`src/rtl/pi1q_pkg.sv`:
```
`default_nettype none
// ============================================================================
// Module      : pi1q_pkg
// Description : Shared definitions for the pi1q perint bridge: perint op
//               encodings, bridge FSM states and width helper functions.
// Revision    : 1.0  initial release
// ============================================================================
package pi1q_pkg;

  // Perint operation encodings.
  localparam logic [1:0] PINOOP = 2'b00;
  localparam logic [1:0] PIWROP = 2'b01;
  localparam logic [1:0] PIRDOP = 2'b10;
  localparam logic [1:0] PIRWOP = 2'b11;

  // Bridge control states.
  typedef enum logic [1:0] {
    ST_IDLE  = 2'd0,  // accepting master ops, writes are posted
    ST_DRAIN = 2'd1,  // read held, waiting for earlier writes to reach the slave
    ST_ISSUE = 2'd2,  // read presented to the slave
    ST_RESP  = 2'd3   // read accepted, waiting for its data
  } pi1q_state_e;

  // Ceiling log2 for elaboration-time width calculations.
  function automatic int clog2(input int value);
    int r;
    r = 0;
    while ((1 << r) < value) r++;
    return r;
  endfunction

  // Word address width for a given data width: byte offset bits are dropped.
  function automatic int addrbitsz(input int archbitsz);
    return archbitsz - clog2(archbitsz / 8);
  endfunction

endpackage
`default_nettype wire

```
`src/rtl/pi1q_fifo.sv`:
```
`default_nettype none
// ============================================================================
// Module      : pi1q_fifo
// Description : Synchronous FIFO holding posted writes for the pi1q bridge.
//               Head entry is visible combinationally on data_o.
// Ports       : clk_i, rst_i   clock, asynchronous active-high reset
//               push_i, data_i enqueue request and entry
//               pop_i          dequeue request (ignored when empty)
//               data_o         current head entry
//               full_o/empty_o occupancy flags
//               cnt_o          occupancy, 0..DEPTH
// Revision    : 1.0  initial release
// ============================================================================
module pi1q_fifo
  import pi1q_pkg::*;
#(
  parameter int WIDTH = 8,
  parameter int DEPTH = 4,
  localparam int PTRW = clog2(DEPTH),
  localparam int CNTW = PTRW + 1
) (
  input  logic             clk_i,
  input  logic             rst_i,
  input  logic             push_i,
  input  logic             pop_i,
  input  logic [WIDTH-1:0] data_i,
  output logic [WIDTH-1:0] data_o,
  output logic             full_o,
  output logic             empty_o,
  output logic [CNTW-1:0]  cnt_o
);

  logic [WIDTH-1:0] mem_q [DEPTH];
  logic [PTRW-1:0]  wr_ptr_q, wr_ptr_d;
  logic [PTRW-1:0]  rd_ptr_q, rd_ptr_d;
  logic [CNTW-1:0]  cnt_q, cnt_d;
  logic             push_ok;
  logic             pop_ok;

  assign full_o  = (cnt_q == CNTW'(DEPTH));
  assign empty_o = (cnt_q == '0);
  assign cnt_o   = cnt_q;
  assign data_o  = mem_q[rd_ptr_q];

  // A push into a full FIFO is only legal when the head leaves on the same edge.
  assign pop_ok  = pop_i && !empty_o;
  assign push_ok = push_i && (!full_o || pop_ok);

  always_comb begin
    wr_ptr_d = wr_ptr_q;
    rd_ptr_d = rd_ptr_q;
    cnt_d    = cnt_q;
    // Pointers wrap naturally: DEPTH is a power of two.
    if (push_ok) wr_ptr_d = wr_ptr_q + PTRW'(1);
    if (pop_ok)  rd_ptr_d = rd_ptr_q + PTRW'(1);
    if (push_ok && !pop_ok)      cnt_d = cnt_q + CNTW'(1);
    else if (!push_ok && pop_ok) cnt_d = cnt_q - CNTW'(1);
  end

  always_ff @(posedge clk_i or posedge rst_i) begin
    if (rst_i) begin
      wr_ptr_q <= '0;
      rd_ptr_q <= '0;
      cnt_q    <= '0;
    end else begin
      wr_ptr_q <= wr_ptr_d;
      rd_ptr_q <= rd_ptr_d;
      cnt_q    <= cnt_d;
    end
  end

  // Storage needs no reset: entries are only read once counted as valid.
  always_ff @(posedge clk_i) begin
    if (push_ok) mem_q[wr_ptr_q] <= data_i;
  end

endmodule
`default_nettype wire

```
`src/rtl/pi1q.sv`:
```
`default_nettype none
// ============================================================================
// Module      : pi1q
// Description : Perint master-to-slave bridge with a DEPTH-entry posted-write
//               queue. Writes complete to the master when queued and drain to
//               the slave in order; reads and read-writes wait until every
//               earlier write has been accepted by the slave.
// Ports       : clk_i, rst_i         clock, asynchronous active-high reset
//               m_op_i/m_addr_i/m_data_i/m_sel_i  master request
//               m_data_o, m_rdy_o    master read data and ready (registered)
//               s_op_o/s_addr_o/s_data_o/s_sel_o  slave request (registered)
//               s_data_i, s_rdy_i    slave read data and ready
//               wq_cnt_o             write-queue occupancy (registered)
// Revision    : 1.0  initial release
// ============================================================================
module pi1q
  import pi1q_pkg::*;
#(
  parameter int ARCHBITSZ = 16,
  parameter int DEPTH     = 4,
  localparam int ADDRBITSZ = addrbitsz(ARCHBITSZ),
  localparam int SELW      = ARCHBITSZ / 8,
  localparam int CNTW      = clog2(DEPTH) + 1,
  localparam int FIFOW     = ADDRBITSZ + ARCHBITSZ + SELW
) (
  input  logic                 clk_i,
  input  logic                 rst_i,
  input  logic [1:0]           m_op_i,
  input  logic [ADDRBITSZ-1:0] m_addr_i,
  input  logic [ARCHBITSZ-1:0] m_data_i,
  input  logic [SELW-1:0]      m_sel_i,
  output logic [ARCHBITSZ-1:0] m_data_o,
  output logic                 m_rdy_o,
  output logic [1:0]           s_op_o,
  output logic [ADDRBITSZ-1:0] s_addr_o,
  output logic [ARCHBITSZ-1:0] s_data_o,
  output logic [SELW-1:0]      s_sel_o,
  input  logic [ARCHBITSZ-1:0] s_data_i,
  input  logic                 s_rdy_i,
  output logic [CNTW-1:0]      wq_cnt_o
);

  pi1q_state_e          state_q, state_d;
  logic                 m_rdy_q, m_rdy_d;
  logic [ARCHBITSZ-1:0] m_data_q, m_data_d;
  logic [1:0]           s_op_q, s_op_d;
  logic [ADDRBITSZ-1:0] s_addr_q, s_addr_d;
  logic [ARCHBITSZ-1:0] s_data_q, s_data_d;
  logic [SELW-1:0]      s_sel_q, s_sel_d;
  logic [1:0]           hold_op_q, hold_op_d;
  logic [ADDRBITSZ-1:0] hold_addr_q, hold_addr_d;
  logic [ARCHBITSZ-1:0] hold_data_q, hold_data_d;
  logic [SELW-1:0]      hold_sel_q, hold_sel_d;

  logic                 m_acc, m_wr_acc, m_rd_acc;
  logic                 s_load;
  logic                 wq_push, wq_pop, wq_full, wq_empty;
  logic [FIFOW-1:0]     wq_head;
  logic [ADDRBITSZ-1:0] head_addr;
  logic [ARCHBITSZ-1:0] head_data;
  logic [SELW-1:0]      head_sel;
  logic [CNTW-1:0]      wq_cnt, cnt_nxt;

  // Only IDLE ever drives m_rdy_o high, so the state qualifier is defensive.
  assign m_acc    = m_rdy_q && (m_op_i != PINOOP) && (state_q == ST_IDLE);
  assign m_wr_acc = m_acc && (m_op_i == PIWROP);
  assign m_rd_acc = m_acc && m_op_i[1];

  // The output stage is free when empty or when its current op is being taken.
  assign s_load  = (s_op_q == PINOOP) || s_rdy_i;
  assign wq_pop  = s_load && !wq_empty;
  assign wq_push = m_wr_acc && (!wq_full || wq_pop);

  assign {head_addr, head_data, head_sel} = wq_head;

  pi1q_fifo #(
    .WIDTH (FIFOW),
    .DEPTH (DEPTH)
  ) u_wq (
    .clk_i   (clk_i),
    .rst_i   (rst_i),
    .push_i  (wq_push),
    .pop_i   (wq_pop),
    .data_i  ({m_addr_i, m_data_i, m_sel_i}),
    .data_o  (wq_head),
    .full_o  (wq_full),
    .empty_o (wq_empty),
    .cnt_o   (wq_cnt)
  );

  // Occupancy after this edge; m_rdy_o is registered alongside it.
  always_comb begin
    cnt_nxt = wq_cnt;
    if (wq_push && !wq_pop)      cnt_nxt = wq_cnt + CNTW'(1);
    else if (!wq_push && wq_pop) cnt_nxt = wq_cnt - CNTW'(1);
  end

  always_comb begin
    state_d     = state_q;
    m_rdy_d     = m_rdy_q;
    m_data_d    = m_data_q;
    s_op_d      = s_op_q;
    s_addr_d    = s_addr_q;
    s_data_d    = s_data_q;
    s_sel_d     = s_sel_q;
    hold_op_d   = hold_op_q;
    hold_addr_d = hold_addr_q;
    hold_data_d = hold_data_q;
    hold_sel_d  = hold_sel_q;

    // Output stage: queued writes always go first, which keeps reads ordered
    // behind them. The held op is issued only once, while the stage is idle.
    if (s_load) begin
      if (!wq_empty) begin
        s_op_d   = PIWROP;
        s_addr_d = head_addr;
        s_data_d = head_data;
        s_sel_d  = head_sel;
      end else if ((state_q == ST_ISSUE) && (s_op_q == PINOOP)) begin
        s_op_d   = hold_op_q;
        s_addr_d = hold_addr_q;
        s_data_d = hold_data_q;
        s_sel_d  = hold_sel_q;
      end else begin
        s_op_d   = PINOOP;
      end
    end

    case (state_q)
      ST_IDLE: begin
        if (m_rd_acc) begin
          hold_op_d   = m_op_i;
          hold_addr_d = m_addr_i;
          hold_data_d = m_data_i;
          hold_sel_d  = m_sel_i;
          m_rdy_d     = 1'b0;
          state_d     = ST_DRAIN;
        end else begin
          m_rdy_d = (cnt_nxt != CNTW'(DEPTH));
        end
      end
      ST_DRAIN: begin
        // The last write must have left the output stage, not just the queue.
        if (wq_empty && ((s_op_q == PINOOP) || s_rdy_i)) state_d = ST_ISSUE;
      end
      ST_ISSUE: begin
        if ((s_op_q != PINOOP) && s_rdy_i) state_d = ST_RESP;
      end
      ST_RESP: begin
        if (s_rdy_i) begin
          m_data_d = s_data_i;
          m_rdy_d  = 1'b1;
          state_d  = ST_IDLE;
        end
      end
      default: state_d = ST_IDLE;
    endcase
  end

  always_ff @(posedge clk_i or posedge rst_i) begin
    if (rst_i) begin
      state_q     <= ST_IDLE;
      m_rdy_q     <= 1'b1;
      m_data_q    <= '0;
      s_op_q      <= PINOOP;
      s_addr_q    <= '0;
      s_data_q    <= '0;
      s_sel_q     <= '0;
      hold_op_q   <= PINOOP;
      hold_addr_q <= '0;
      hold_data_q <= '0;
      hold_sel_q  <= '0;
    end else begin
      state_q     <= state_d;
      m_rdy_q     <= m_rdy_d;
      m_data_q    <= m_data_d;
      s_op_q      <= s_op_d;
      s_addr_q    <= s_addr_d;
      s_data_q    <= s_data_d;
      s_sel_q     <= s_sel_d;
      hold_op_q   <= hold_op_d;
      hold_addr_q <= hold_addr_d;
      hold_data_q <= hold_data_d;
      hold_sel_q  <= hold_sel_d;
    end
  end

  assign m_rdy_o  = m_rdy_q;
  assign m_data_o = m_data_q;
  assign s_op_o   = s_op_q;
  assign s_addr_o = s_addr_q;
  assign s_data_o = s_data_q;
  assign s_sel_o  = s_sel_q;
  assign wq_cnt_o = wq_cnt;

endmodule
`default_nettype wire

```
`config.mk`:
```
export PLATFORM = sky130hd
export DESIGN_NAME = pi1q
export DESIGN_NICKNAME = d
export VERILOG_FILES = /design/src/rtl/pi1q_pkg.sv /design/src/rtl/pi1q_fifo.sv /design/src/rtl/pi1q.sv
export SDC_FILE = /design/constraint.sdc
export NUM_CORES = 1
export LEC_CHECK = 0
export BUFFER_PORTS_ARGS = -buffer_cell sky130_fd_sc_hd__buf_2
export CORE_MARGIN = 1
export CORE_UTILIZATION = 38
export DETAILED_ROUTE_END_ITERATION = 8
export PLACE_DENSITY = 0.66
export SYNTH_ARGS = -nofsm -noshare
export SYNTH_HDL_FRONTEND = slang
export SYNTH_SLANG_ARGS = --single-unit
```
`constraint.sdc`:
```
create_clock -name clk_i -period 5 [get_ports clk_i]
set_input_delay 0.25 -clock clk_i [delete_from_list [all_inputs] [get_ports clk_i]]
set_output_delay 0.25 -clock clk_i [all_outputs]
set_load 0.1 [all_outputs]
```
## Word-level counts from Yosys, hierarchy flattened

Memories as Yosys holds them, arrays and structs flattened.
Cells that the tools add are included.
Widths: inputs -> output; s select.

- Muxes and demuxes: 22
- Equal/unequal tests: 11
- Add/sub/neg operators: 4
- Reductions and logical operators: 36

Operators with widths:

| cell | number |
|---|---|
| $mux 16 | 2 |
| $mux 15 | 2 |
| $mux 2 | 8 |
| $logic_and 1x1->1 | 15 |
| $mux 3 | 4 |
| $ne 2x2->1 const B | 4 |
| $pmux 2 s4 | 1 |
| $reduce_and 2->1 | 4 |
| $reduce_bool 2->1 | 4 |
| $logic_not 1->1 | 6 |
| $add 2x1->2 const B | 2 |
| $eq 2x1->1 const B | 2 |
| $eq 2x2->1 const B | 2 |
| $logic_not 2->1 | 2 |
| $mux 1 | 4 |
| $reduce_and 4->1 | 1 |
| $add 3x1->3 const B | 1 |
| $eq 3x3->1 const B | 1 |
| $logic_not 3->1 | 1 |
| $logic_or 1x1->1 | 3 |
| $ne 3x3->1 const B | 1 |
| $sub 3x1->3 const B | 1 |
| $ne 2x1->1 const B | 1 |
| $pmux 1 s2 | 1 |

- Logic and storage cells: 88
- Bits in writable memories: 132
- Memories kept: 1
- Register bits: 96
- Bits of input ports: 54
- Output and inout port bits: 55

Memory list:

| name | words | bits a word | read ports | clocked after Yosys merged registers in | write ports | line | source |
|---|---|---|---|---|---|---|---|
| u_wq.mem_q | 4 | 33 | 1 | 0 | 1 | pi1q_fifo.sv:33 | `logic [WIDTH-1:0] mem_q [DEPTH];` |

## Depth between registers and ports, before layout

Gate-level depths: netlist of run 1.

- Depth after elaboration: 12
- Gate-level depth with buffers: 9
- Depth with buffers taken out: 8

## By module

A second synthesis of run 1 with hierarchy kept.

- Cells, all modules: 522
- Area total of the unflattened synthesis: 9,175.0 um2

By module, submodules not included:

| module | cells an instance | sequential area each (um2) | area an instance (um2) | instances |
|---|---|---|---|---|
| pi1q_fifo | 209 | 4,139.0 | 5,246.3 | 1 |
| pi1q | 313 | 2,228.4 | 3,928.8 | 1 |

## Worst setup path before layout of run 1

Ideal clock, no wire load.

- Path type: register to register
- From: register u_wq.cnt_q[0], in the netlist u_wq.cnt_o[0]
- To: memory u_wq.mem_q[0][0] in the netlist's numbering (enable)
- Path slack: 1.959 ns
- Period minus slack after synthesis: 3.041 ns
- Required time: 4.607 ns
- Stages on the path, launching flop included: 5
- Buffers on the path: 0
- Library setup time: 0.393 ns
- Arrival: 2.648 ns
- Path through: dfrtp_1 inv_1 ha_1 a31oi_2 and2_1

- Cells in the longest elaborated chain, start to end: 8
- Elaborated cells on any way between the ends: 12
- Classes of those cells: eq/ne (1); mux (2); reduce/logical (9)

Ends and longest elaborated chain:

| item | line | source |
|---|---|---|
| from (decl) | pi1q_fifo.sv:36 | `logic [CNTW-1:0] cnt_q, cnt_d;` |
| from (signal assigned) | pi1q_fifo.sv:68 | `cnt_q <= cnt_d;` |
| $logic_not 3->1 | pi1q_fifo.sv:41 | `assign empty_o = (cnt_q == '0);` |
| $logic_not 1->1 | pi1q_fifo.sv:46, pi1q.sv:71 |  |
| $logic_and 1x1->1 | pi1q.sv:71 | `assign wq_pop = s_load && !wq_empty;` |
| $logic_or 1x1->1 / $logic_and 1x1->1 (equally long branches) | pi1q.sv:72, pi1q_fifo.sv:46 |  |
| $logic_and 1x1->1 / $logic_or 1x1->1 (equally long branches) | pi1q.sv:72, pi1q_fifo.sv:47 |  |
| $logic_and 1x1->1 (*) | pi1q_fifo.sv:47 | `assign push_ok = push_i && (!full_o \|\| pop_ok);` |
| net u_wq.push_ok | pi1q_fifo.sv:37 | `logic push_ok;` |
| $mux 1 (*) | pi1q_fifo.sv:74 | `if (push_ok) mem_q[wr_ptr_q] <= data_i;` |
| $mux 1 (not written as such) (*) | pi1q_fifo.sv:74 |  |
| to (decl) | pi1q_fifo.sv:33 |  |

The timed path passes the listed nets; every way through them passes the cells marked *.

## Final worst setup path of run 1

- From: register u_wq.cnt_q[0], in the netlist u_wq.cnt_o[0]
- To: register s_addr_q[12], in the netlist s_addr_o[12]

- Cells in the longest elaborated chain, start to end: 3
- Elaborated cells on any way between the ends: 4
- Classes of those cells: eq/ne (1); mux (1); reduce/logical (2)

Ends and longest elaborated chain:

| item | line | source |
|---|---|---|
| $logic_not 3->1 (*) | pi1q_fifo.sv:41 |  |
| $ne 2x2->1 (no line) | - |  |
| $reduce_and 2->1 (no line) | - |  |
| to (signal assigned) | pi1q.sv:178 | `s_addr_q <= s_addr_d;` |
| to (decl) | pi1q.sv:47 | `logic [ADDRBITSZ-1:0] s_addr_q, s_addr_d;` |

Mark *: on every way between the ends. The rest lies on a longest branch, timed or not.
A chain may end at the register's enable or synchronous reset.

==> results of run 1 <==
==> flip-flops by register name, indices dropped and copies added, names as in the netlist, 3 cells and up <==
name	count
hold_addr_q	15
m_data_o	16
hold_data_q	16
u_wq.mem_q	132
s_data_o	16
u_wq.cnt_o	3
s_addr_o	15
==> stage by stage <==
stage          hold slack (ps)  cell area (µm²)  setup slack [ps]  instances   util
6_report                  10.8            11200              2180       1012  0.476
4_1_cts                   4.30            11200              2110       1012  0.476
3_3_place_gp               236             9880              2270        919  0.421
2_1_floorplan              343             9100              1960        513      -
3_5_place_dp               247             9880              2140        919  0.421
5_1_grt                   5.64            11200              1860       1012  0.476
==> repair_timing <==
item	CTS	global route
hold buffers	49	0
setup endpoints to repair	0	0
hold endpoints to repair	168	0
==> cell usage in the layout, fill, tap and decap left out, types with 2 or more instances in the layout <==
master,n
sky130_fd_sc_hd__inv_1,6
sky130_fd_sc_hd__clkbuf_16,25
sky130_fd_sc_hd__dlygate4sd3_1,49
sky130_fd_sc_hd__ha_1,12
sky130_fd_sc_hd__clkbuf_8,5
sky130_fd_sc_hd__dfrtp_1,93
sky130_fd_sc_hd__o21ai_0,38
sky130_fd_sc_hd__xor2_1,2
sky130_fd_sc_hd__nor2_1,6
sky130_fd_sc_hd__mux2i_1,35
sky130_fd_sc_hd__clkbuf_1,7
sky130_fd_sc_hd__buf_4,4
sky130_fd_sc_hd__bufinv_16,2
sky130_fd_sc_hd__mux4_2,33
sky130_fd_sc_hd__a21oi_1,3
sky130_fd_sc_hd__edfxtp_1,132
sky130_fd_sc_hd__buf_2,108
sky130_fd_sc_hd__nand3_1,3
sky130_fd_sc_hd__and2_2,4
sky130_fd_sc_hd__nand2b_1,2
sky130_fd_sc_hd__xnor2_1,6
sky130_fd_sc_hd__clkinv_2,4
sky130_fd_sc_hd__and2_1,2
sky130_fd_sc_hd__dfrtp_2,2
sky130_fd_sc_hd__nand2_1,38
sky130_fd_sc_hd__mux2_2,51
==> per-layer routing <==
metal | part of all wire | up-vias | track usage | routed length (µm)
li1 | - | 2264 | - | -
met1 | 0.42 | 2431 | 0.186 | 7570
met2 | 0.51 | 125 | 0.278 | 9230
met3 | 0.042 | 35 | 0.0271 | 752
met4 | 0.028 | 0 | 0.0542 | 514
met5 | 0 | - | 0 | 0
==> cell type report <==
cell class | count | area (µm²)
fillers | 2017 | 12300
flip-flops and latches | 228 | 6370
multi-input cells | 253 | 2510
repair buffers | 161 | 1060
clock buffers | 37 | 721
well taps | 319 | 399
clock inverters | 7 | 83.8
inverters | 7 | 28.8
==> kinds of logic after synthesis <==
logic type | Yosys count | share of synthesized area
xor+xnor | 8 | 0.00770
simple gates | 63 | 0.0329
buf+inv | 32 | 0.0248
mux | 119 | 0.183
compound gates | 51 | 0.0351
flops | 228 | 0.700
fa+ha+maj | 12 | 0.0165
==> path summary, 6_finish.rpt <==
| check | slack (ps) | startpoint | cells after the start | endpoint |
|---|---|---|---|---|
| max | 2180 | u_wq.cnt_o[0] | 6 | s_addr_o[12] |
| min | 10 | m_addr_i[2] | 1 | u_wq.mem_q[3][20] |
| max reg2reg | 2180 | u_wq.cnt_o[0] | 6 | s_addr_o[12] |
| min reg2reg | 470 | s_addr_o[3] | 2 | s_addr_o[3] |
| max in group asynchronous | 3470 | rst_i | 4 | u_wq.rd_ptr_q[1] |
| min in group asynchronous | 260 | rst_i | 3 | s_op_o[0] |
==> summary.txt, run 1 <==
Run status
  – Run status: finished, final reports clean

Floorplan
  – Die Area: 0.0246 mm²
  – X dimension of the die: 157 µm
  – IO Pins: 109
  – Area of the placeable core: 0.0235 mm²
  – Std cell rows: 56
  – Initial Util: 0.388
  – Die boundary height: 157 µm

Detailed routing
  – Detail Route Antenna Nets: 0
  – Vias after detailed routing: 4855
  – DRT Pass-1 Iters: 4
  – First-iteration detailed-routing DRC count: 214
  – WL final: 18100 µm
  – DRC viols: 0
  – WL/cell: 17.9 µm
  – Mean number of vias per cell: 4.80

STA
  – Final Hold Viols: 0
  – Slew headroom: 0.348
  – Max-slew violation count: 0
  – Worst Clk Skew: 11.6 ps
  – Fin crit period: 2820 ps
  – Setup-violating endpoint count in the final report: 0
  – Maximum operating frequency: 354 MHz
  – Unrepaired setup endpoints after global routing: no
  – Final-layout setup total negative slack: 0 ps
  – Worst-margin pin slew: 978 ps
  – Post-route clock period utilization: 0.564

Global route
  – First-pass GRT wire length: 28700 µm
  – Number of global-route vias before repair: 5323
  – Overall fraction of global-route tracks in use: 0.155
  – Congestion Overflow GR: 0
  – Maximum number of pins on one net before global-route repair: 73
  – Antenna violations before repair: 0

Place
  – Placer Congestion: 0.785
  – Post-DP HPWL: 10900 µm
  – Number of input and output port buffers inserted: 108

Critical path
  – Gate family responsible for the most delay along the worst path: compound AO/OA/AOI/OAI gates
  – CP Data Required Time: 5370 ps
  – Crit path largest cell delay: 770 ps
  – Critical-path cell with the highest stage delay: sky130_fd_sc_hd__a22oi_4
  – Type of element capturing the critical path: flop
  – Data arrival time of the critical path: 3190 ps
  – Critical path peak fanout: 37
  – Kind of critical path: reg2reg
  – Type of origin of the critical path: flop
  – Buffers plus inverters on the worst setup path: 2
  – Cells along the critical path: inv_1, ha_1, nand2b_4, a22oi_4, buf_4, o21ai_0

Yosys
  – Average cell area after synthesis: 17.7 µm²
  – Synth cell count leaders: sky130_fd_sc_hd__edfxtp_1 (132), sky130_fd_sc_hd__dfrtp_1 (95), sky130_fd_sc_hd__mux2_2 (51)
  – Nets in the synthesized netlist: 579
  – Most used DFF post-synth: sky130_fd_sc_hd__edfxtp_1
  – Number of synthesized register bits: 228
  – Library cell with the highest instance count after synthesis: sky130_fd_sc_hd__edfxtp_1
  – Area share of the largest cell type after synthesis: 0.436
  – Cell types occupying the most area after synthesis: sky130_fd_sc_hd__edfxtp_1 (44%), sky130_fd_sc_hd__dfrtp_1 (26%), sky130_fd_sc_hd__mux4_2 (8.2%)
  – Cell area after synthesis: 0.00910 mm²
  – Post-synth EDFFs: 132
  – Count of yosys warnings during synthesis: 0
  – Number of distinct standard cells referenced by the synthesized netlist: 40
  – Number of instances in the synthesized netlist: 513
  – Synth async-reset ratio: 0.421
  – Proportion of synthesized chip area in sequential cells: 0.700
  – Library cell with the largest summed area after synthesis: sky130_fd_sc_hd__edfxtp_1

CTS
  – Clock tree from TritonCTS: yes
  – H-Tree Level Count: 1
  – TritonCTS buffer count: 24
  – Clock net sink count: 228
  – Clk pin slew, worst setup/hold paths: 60 ps
  – Post-cts sizing count: 0
  – Clock latency of the later-clocked register in the worst-skew pair: 510 ps
  – Root Driver: sky130_fd_sc_hd__clkbuf_16
  – Post-CTS setup buffer count: 0
  – Bufs on Longest Clock Path: 3

Finish
  – Fraction of layout instances using a drive strength above 1: 0.356
  – Number of nets in the finished design: 741
  – Ant diodes: 0
  – Layout-stage area growth over the synthesis result: 22.8%

Min path
  – Class of the tightest hold or removal check: in2reg

Job
  – Max-cap violation count: 0
Power of run 1 is left out: the tool's default activity adds up to more than one toggle a clock period on the data nets, which glitch-free logic cannot reach.
==> inputs of run 2 (changes only) <==
Settings changed: ABC_AREA set to 1, PLACE_DENSITY 0.66 to 0.68.
Clock period 5 ns to 2.38 ns, I/O delays scaled along.
==> summary.txt, run 2 <==
Yosys
  – Number of distinct standard cells referenced by the synthesized netlist: 33 (-18%)
  – Count of yosys warnings during synthesis: 0 (unchanged)
  – Synth async-reset ratio: 0.421 (unchanged)
  – Number of instances in the synthesized netlist: 799 (+56%)
  – Most used DFF post-synth: sky130_fd_sc_hd__edfxtp_1
  – Number of synthesized register bits: 228 (unchanged)
  – Area share of the largest cell type after synthesis: 0.426 (-0.00978)
  – Cell area after synthesis: 0.00931 mm² (+2.3%)
  – Synth cell count leaders: sky130_fd_sc_hd__nand2_1 (151), sky130_fd_sc_hd__edfxtp_1 (132), sky130_fd_sc_hd__nor2_1 (114)
  – Average cell area after synthesis: 11.6 µm² (-34%)
  – Cell types occupying the most area after synthesis: sky130_fd_sc_hd__edfxtp_1 (43%), sky130_fd_sc_hd__dfrtp_1 (26%), sky130_fd_sc_hd__nand2_1 (6.1%)
  – Nets in the synthesized netlist: 865 (+49%)
  – Post-synth EDFFs: 132 (unchanged)
  – Library cell with the highest instance count after synthesis: sky130_fd_sc_hd__nand2_1
  – Library cell with the largest summed area after synthesis: sky130_fd_sc_hd__edfxtp_1
  – Proportion of synthesized chip area in sequential cells: 0.684 (-0.0157)

Detailed routing
  – WL/cell: 16.6 µm (-7.1%)
  – Mean number of vias per cell: 4.91 (+2.3%)
  – Detailed-routed wire length on met3: 1000 µm (+33%)
  – Wl on met1: 9850 µm (+30%)
  – DRC viols: 0 (unchanged)
  – Met2 WL post-DR: 10400 µm (+13%)
  – Uppermost signal routing layer after detailed routing: met4
  – Vias after detailed routing: 6387 (+32%)
  – Detail Route Antenna Nets: 0 (unchanged)
  – WL final: 21600 µm (+19%)
  – First-iteration detailed-routing DRC count: 421 (+97%)
  – DRT Pass-1 Iters: 5 (+1)

Critical path
  – Kind of critical path: reg2reg
  – Data arrival time of the critical path: 2560 ps (-630 ps)
  – Critical R2R Capture: u_wq.cnt_o[2]
  – Type of element capturing the critical path: flop
  – Critical path peak fanout: 7 (-81%)
  – Internal reg-to-reg setup slack: 210 ps (-1970 ps)
  – Worst r2r src: u_wq.cnt_o[0]
  – R2R depth: 10 (+4)
  – CP Data Required Time: 2770 ps (-2600 ps)
  – Launch point of the worst path: u_wq.cnt_o[0]
  – Type of origin of the critical path: flop

Finish
  – Fraction of layout instances using a drive strength above 1: 0.209 (-0.147)
  – Flip-flop count of the largest register, all copies and words added: 132 (unchanged)
  – Register with the highest flop count: u_wq.mem_q
  – Most common cell after layout, fill and taps aside: sky130_fd_sc_hd__nand2_1
  – Final standard cell utilization of the core: 0.489 (+0.0131)
  – Highest-count cells in the layout ignoring fill and taps: sky130_fd_sc_hd__nand2_1 (151), sky130_fd_sc_hd__edfxtp_1 (132), sky130_fd_sc_hd__nor2_1 (110)
  – Layout-stage area growth over the synthesis result: 24.8%
  – Number of nets in the finished design: 1027 (+39%)

STA
  – Post-route clock period utilization: 0.912 (+0.348)
  – Worst Clk Skew: 17.6 ps (+5.96 ps)
  – Maximum operating frequency: 461 MHz (+30%)
  – Final setup margin: 209 ps (-1970 ps)
  – Setup-violating endpoint count in the final report: 0 (unchanged)
  – Worst-margin pin slew: 852 ps (-125 ps)
  – Unrepaired setup endpoints after global routing: no
  – Max-slew violation count: 0 (unchanged)
  – Fin crit period: 2170 ps (-651 ps)
  – Final-layout setup total negative slack: 0 ps (unchanged)
  – Slew headroom: 0.431 (+0.0824)
  – Final Hold Viols: 0 (unchanged)

Floorplan
  – Std cell rows: 56 (unchanged)
  – Die boundary height: 159 µm (+1.1%)
  – Initial Util: 0.392 (+0.00422)
  – IO Pins: 109 (unchanged)
  – Area of the placeable core: 0.0238 mm² (+1.2%)
  – X dimension of the die: 159 µm (+1.1%)
  – Die Area: 0.0251 mm² (+2.3%)

Run status
  – Run status: finished, final reports clean

CTS
  – TritonCTS buffer count: 26 (+8.3%)
  – Clk pin slew, worst setup/hold paths: 60 ps (about the same)
  – Post-cts sizing count: 0 (unchanged)
  – Clock tree from TritonCTS: yes
  – H-Tree Level Count: 1 (unchanged)
  – Root Driver: sky130_fd_sc_hd__clkbuf_16
  – Bufs on Longest Clock Path: 3 (unchanged)
  – Clock net sink count: 228 (unchanged)
  – Clock latency of the later-clocked register in the worst-skew pair: 510 ps (about the same)

Min path
  – Min-Delay Endpoint: hold_op_q[1]
  – Class of the tightest hold or removal check: in2reg
  – Startpoint of the tightest hold check path: m_op_i[1]
  – Hold Path Depth: 5 (+4)

Global route
  – Number of global-route vias before repair: 6476 (+22%)
  – Antenna violations before repair: 1 (+1)
  – First-pass GRT wire length: 34600 µm (+20%)
  – Congestion Overflow GR: 0 (unchanged)
  – Maximum number of pins on one net before global-route repair: 70 (-4.1%)
  – Overall fraction of global-route tracks in use: 0.179 (+0.0241)

Place
  – Minimum setup slack after placement: 301 ps (-1840 ps)
  – Number of input and output port buffers inserted: 108 (unchanged)
  – Post-DP HPWL: 12900 µm (+19%)
  – Placer Congestion: 0.771 (-1.8%)

Job
  – Max-cap violation count: 0 (unchanged)
-- run 2: changes by cell type after synthesis, sizes merged, moves of 6 or more --
cell / before / now
and2: 6 / 0
buf: 21 / 36
clkbuf: 4 / 10
inv: 7 / 33
mux2: 51 / 16
mux2i: 35 / 0
mux4: 33 / 0
nand2: 38 / 157
nand3: 4 / 37
nor2: 6 / 116
o211ai: 0 / 66
o21ai: 38 / 74
-- run 2: area by class of cell --
class / count / area, µm²
fillers: 2089 / 12100
flip-flops and latches: 228 / 6370
multi-input cells: 492 / 2580
repair buffers: 180 / 1320
clock buffers: 41 / 748
well taps: 319 / 399
inverters: 33 / 130
clock inverters: 7 / 61.3
diodes: 1 / 2.50
-- run 2: cells by family after synthesis --
family,count (synthesis),share of synthesized area
AO/OA/AOI/OAI,147,0.0985
flip-flops,228,0.684
multiplexers,16,0.0194
buffers and inverters,79,0.0417
XOR/XNOR,5,0.00471
adder cells (fa/ha/maj),12,0.0161
AND/OR/NAND/NOR,312,0.136
-- run 2: through the flow --
stage	hold WS [ps]	cells	cell area [µm²]
floorplan	218	799	9340
CTS	111	1300	11600
finish	137	1301	11600
global route	163	1301	11600
detailed placement	330	1200	10300
global placement	324	1200	10300
-- run 2: metal layers --
metal	up-vias	GRT usage
met3	20	0.0283
li1	3101	-
met2	148	0.302
met1	3118	0.240
met5	-	0
met4	0	0.0453
-- run 2: what timing repair did --
| action | in CTS | in global routing |
|---|---|---|
| hold buffers | 52 | 0 |
| hold endpoints to repair | 217 | 0 |
| setup buffers | 0 | 0 |
-- run 2: worst max path at each step --
stage | cells after the start | slack (ps) | end
detailed placement | 10 | 300 | u_wq.cnt_o[2]
floorplan | 8 | 0.8 | u_wq.cnt_o[2]
CTS | 10 | 190 | u_wq.cnt_o[2]
finish | 10 | 210 | u_wq.cnt_o[2]
global route | 10 | 2 | u_wq.cnt_o[2]
global placement | 10 | 330 | u_wq.cnt_o[2]
-- run 2: critical path, stage by stage (launching register included) --
cell and delay (ps):
sky130_fd_sc_hd__dfrtp_2 440, sky130_fd_sc_hd__inv_1 100, sky130_fd_sc_hd__ha_1 210, sky130_fd_sc_hd__nand2_1 90, sky130_fd_sc_hd__inv_1 70, sky130_fd_sc_hd__nand3_1 120
sky130_fd_sc_hd__nand2_4 180, sky130_fd_sc_hd__inv_1 90, sky130_fd_sc_hd__ha_1 350, sky130_fd_sc_hd__a311oi_1 310, sky130_fd_sc_hd__a21oi_1 80
Power of run 2 is left out for the same reason.
==> inputs of run 3 (changes only) <==
Settings changed: PLACE_DENSITY 0.68 to 0.66, REMOVE_ABC_BUFFERS set to 1.
Clock period 2.38 ns to 2.4 ns, I/O delays scaled along.
==> summary.txt, run 3 (same netlist as run 2, synthesis figures left out) <==
Floorplan
  – Std cell rows: 56 (unchanged)
  – IO Pins: 109 (unchanged)
  – Die Area: 0.0251 mm² (unchanged)
  – Initial Util: 0.392 (unchanged)
  – Die boundary height: 159 µm (unchanged)
  – X dimension of the die: 159 µm (unchanged)
  – Area of the placeable core: 0.0238 mm² (unchanged)

STA
  – Unrepaired setup endpoints after global routing: no
  – Worst-margin pin slew: 798 ps (-54.8 ps)
  – Final Hold Viols: 0 (unchanged)
  – Fin crit period: 2110 ps (-57.4 ps)
  – Maximum operating frequency: 473 MHz (+2.7%)
  – Post-route clock period utilization: 0.881 (-0.0315)
  – Max-slew violation count: 0 (unchanged)
  – Final setup margin: 286 ps (+77.4 ps)
  – Slew headroom: 0.468 (+0.0370)
  – Worst Clk Skew: 9.79 ps (-7.77 ps)
  – Setup-violating endpoint count in the final report: 0 (unchanged)

Job
  – Max-cap violation count: 0 (unchanged)

CTS
  – Post-CTS setup buffer count: 0 (unchanged)
  – TritonCTS buffer count: 23 (-12%)
  – Clk pin slew, worst setup/hold paths: 60 ps (about the same)
  – Bufs on Longest Clock Path: 3 (unchanged)
  – Root Driver: sky130_fd_sc_hd__clkbuf_16
  – Clock net sink count: 228 (unchanged)
  – Clock tree from TritonCTS: yes
  – Clock latency of the later-clocked register in the worst-skew pair: 500 ps (about the same)
  – H-Tree Level Count: 1 (unchanged)

Min path
  – Class of the tightest hold or removal check: in2reg

Critical path
  – Critical R2R Capture: u_wq.cnt_o[2]
  – Launch point of the worst path: u_wq.cnt_o[0]
  – R2R depth: 10 (unchanged)
  – Type of element capturing the critical path: flop
  – Worst r2r src: u_wq.cnt_o[0]
  – Worst setup endpoint: u_wq.cnt_o[2]
  – Data arrival time of the critical path: 2490 ps (-70 ps)
  – Kind of critical path: reg2reg
  – Internal reg-to-reg setup slack: 290 ps (+80 ps)
  – CP Data Required Time: 2780 ps (about the same)
  – Type of origin of the critical path: flop
  – Critical path peak fanout: 7 (unchanged)

Finish
  – Number of nets in the finished design: 1021 (-0.58%)
  – Fraction of layout instances using a drive strength above 1: 0.209 (about the same)
  – Highest-count cells in the layout ignoring fill and taps: sky130_fd_sc_hd__nand2_1 (151), sky130_fd_sc_hd__edfxtp_1 (132), sky130_fd_sc_hd__nor2_1 (110)
  – Most common cell after layout, fill and taps aside: sky130_fd_sc_hd__nand2_1
  – Ant diodes: 0 (-1)
  – Register with the highest flop count: u_wq.mem_q
  – Flip-flop count of the largest register, all copies and words added: 132 (unchanged)
  – Final standard cell utilization of the core: 0.489 (-0.000580)
  – Layout-stage area growth over the synthesis result: 24.7%
  – Number of fill cells in the layout: 2122 (+1.6%)

Detailed routing
  – DRT Pass-1 Iters: 4 (-1)
  – WL final: 20200 µm (-6.5%)
  – DRC viols: 0 (unchanged)
  – Detail Route Antenna Nets: 0 (unchanged)
  – Mean number of vias per cell: 4.90 (-0.11%)
  – WL/cell: 15.6 µm (-5.8%)
  – First-iteration detailed-routing DRC count: 389 (-7.6%)
  – Vias after detailed routing: 6331 (-0.88%)

Place
  – Number of input and output port buffers inserted: 108 (unchanged)
  – Post-DP HPWL: 11700 µm (-9.1%)
  – Minimum setup slack after placement: 304 ps (+2.77 ps)
  – Placer Congestion: 0.802 (+4.0%)

Global route
  – Met2 Track Usage GR: 0.296 (-0.00668)
  – Maximum number of pins on one net before global-route repair: 68 (-2.9%)
  – Routing layer with the top usage in global route: met2
  – Overall fraction of global-route tracks in use: 0.167 (-0.0120)
  – Global-route met3 utilization: 0.0240 (-0.00435)
  – Number of global-route vias before repair: 6337 (-2.1%)
  – Met1 routing resource usage after global routing: 0.216 (-0.0240)
  – First-pass GRT wire length: 32900 µm (-5.0%)
  – Congestion Overflow GR: 0 (unchanged)
  – Antenna violations before repair: 0 (-1)

Run status
  – Run status: finished, final reports clean
[run 3: cell types whose count changed in the layout (fill, tap and decap cells not counted), sizes merged]
cell	delta
clkbuf	-12
diode	-1
buf	-3
bufinv	+4
inv	+1
clkinvlp	+1
[run 3: per-stage QoR]
stage | std cells | TNS (ps) | hold WS (ps) | instance area, µm²
after floorplan | 753 | -191020 | 219 | 9050
after global placement | 1197 | 0 | 295 | 10200
after detailed placement | 1197 | 0 | 301 | 10200
after CTS | 1291 | 0 | 154 | 11600
after global routing | 1291 | 0 | 203 | 11600
final | 1291 | 0 | 168 | 11600
[run 3: repair_timing]
item,in CTS,in global routing
endpoints found under the hold margin,235,0
gates resized for setup,0,0
hold buffers,52,0
[run 3: area by class of cell]
class                           count  area [µm²]  share of cell area
Inverter                           33         129              0.0111
Multi-Input combinational cell    492        2580               0.223
Tap cell                          319         399              0.0344
Clock inverter                     13         199              0.0171
Timing Repair Buffer              177        1290               0.111
Sequential cell                   228        6370               0.549
Clock buffer                       29         638              0.0550
[run 3: worst max-delay path, stage by stage, from the launching register on]
cell,delay (ps)
sky130_fd_sc_hd__dfrtp_1,440
sky130_fd_sc_hd__inv_1,100
sky130_fd_sc_hd__ha_1,210
sky130_fd_sc_hd__nand2_1,90
sky130_fd_sc_hd__inv_1,60
sky130_fd_sc_hd__nand3_1,110
sky130_fd_sc_hd__nand2_4,170
sky130_fd_sc_hd__inv_1,90
sky130_fd_sc_hd__ha_1,350
sky130_fd_sc_hd__a311oi_1,290
sky130_fd_sc_hd__a21oi_1,70
[run 3: worst min path at each step]
stage	startpoint	endpoint	slack, ps	cells past startpoint
global placement	rst_i	m_data_o[9]	300	2
CTS	m_op_i[1]	u_wq.wr_ptr_q[0]	150	6
finish	m_op_i[1]	u_wq.wr_ptr_q[0]	170	6
global route	m_op_i[1]	u_wq.wr_ptr_q[0]	200	6
detailed placement	rst_i	m_data_o[15]	300	2
floorplan	m_sel_i[0]	u_wq.mem_q[0][0]	220	0
[run 3: layer usage]
metal | part of all wire | up-vias | wire length [µm]
li1 | - | 3079 | -
met1 | 0.44 | 3098 | 8820
met2 | 0.51 | 133 | 10200
met3 | 0.045 | 21 | 917
met4 | 0.012 | 0 | 252
met5 | 0 | - | 0
Power of run 3 is left out for the same reason.
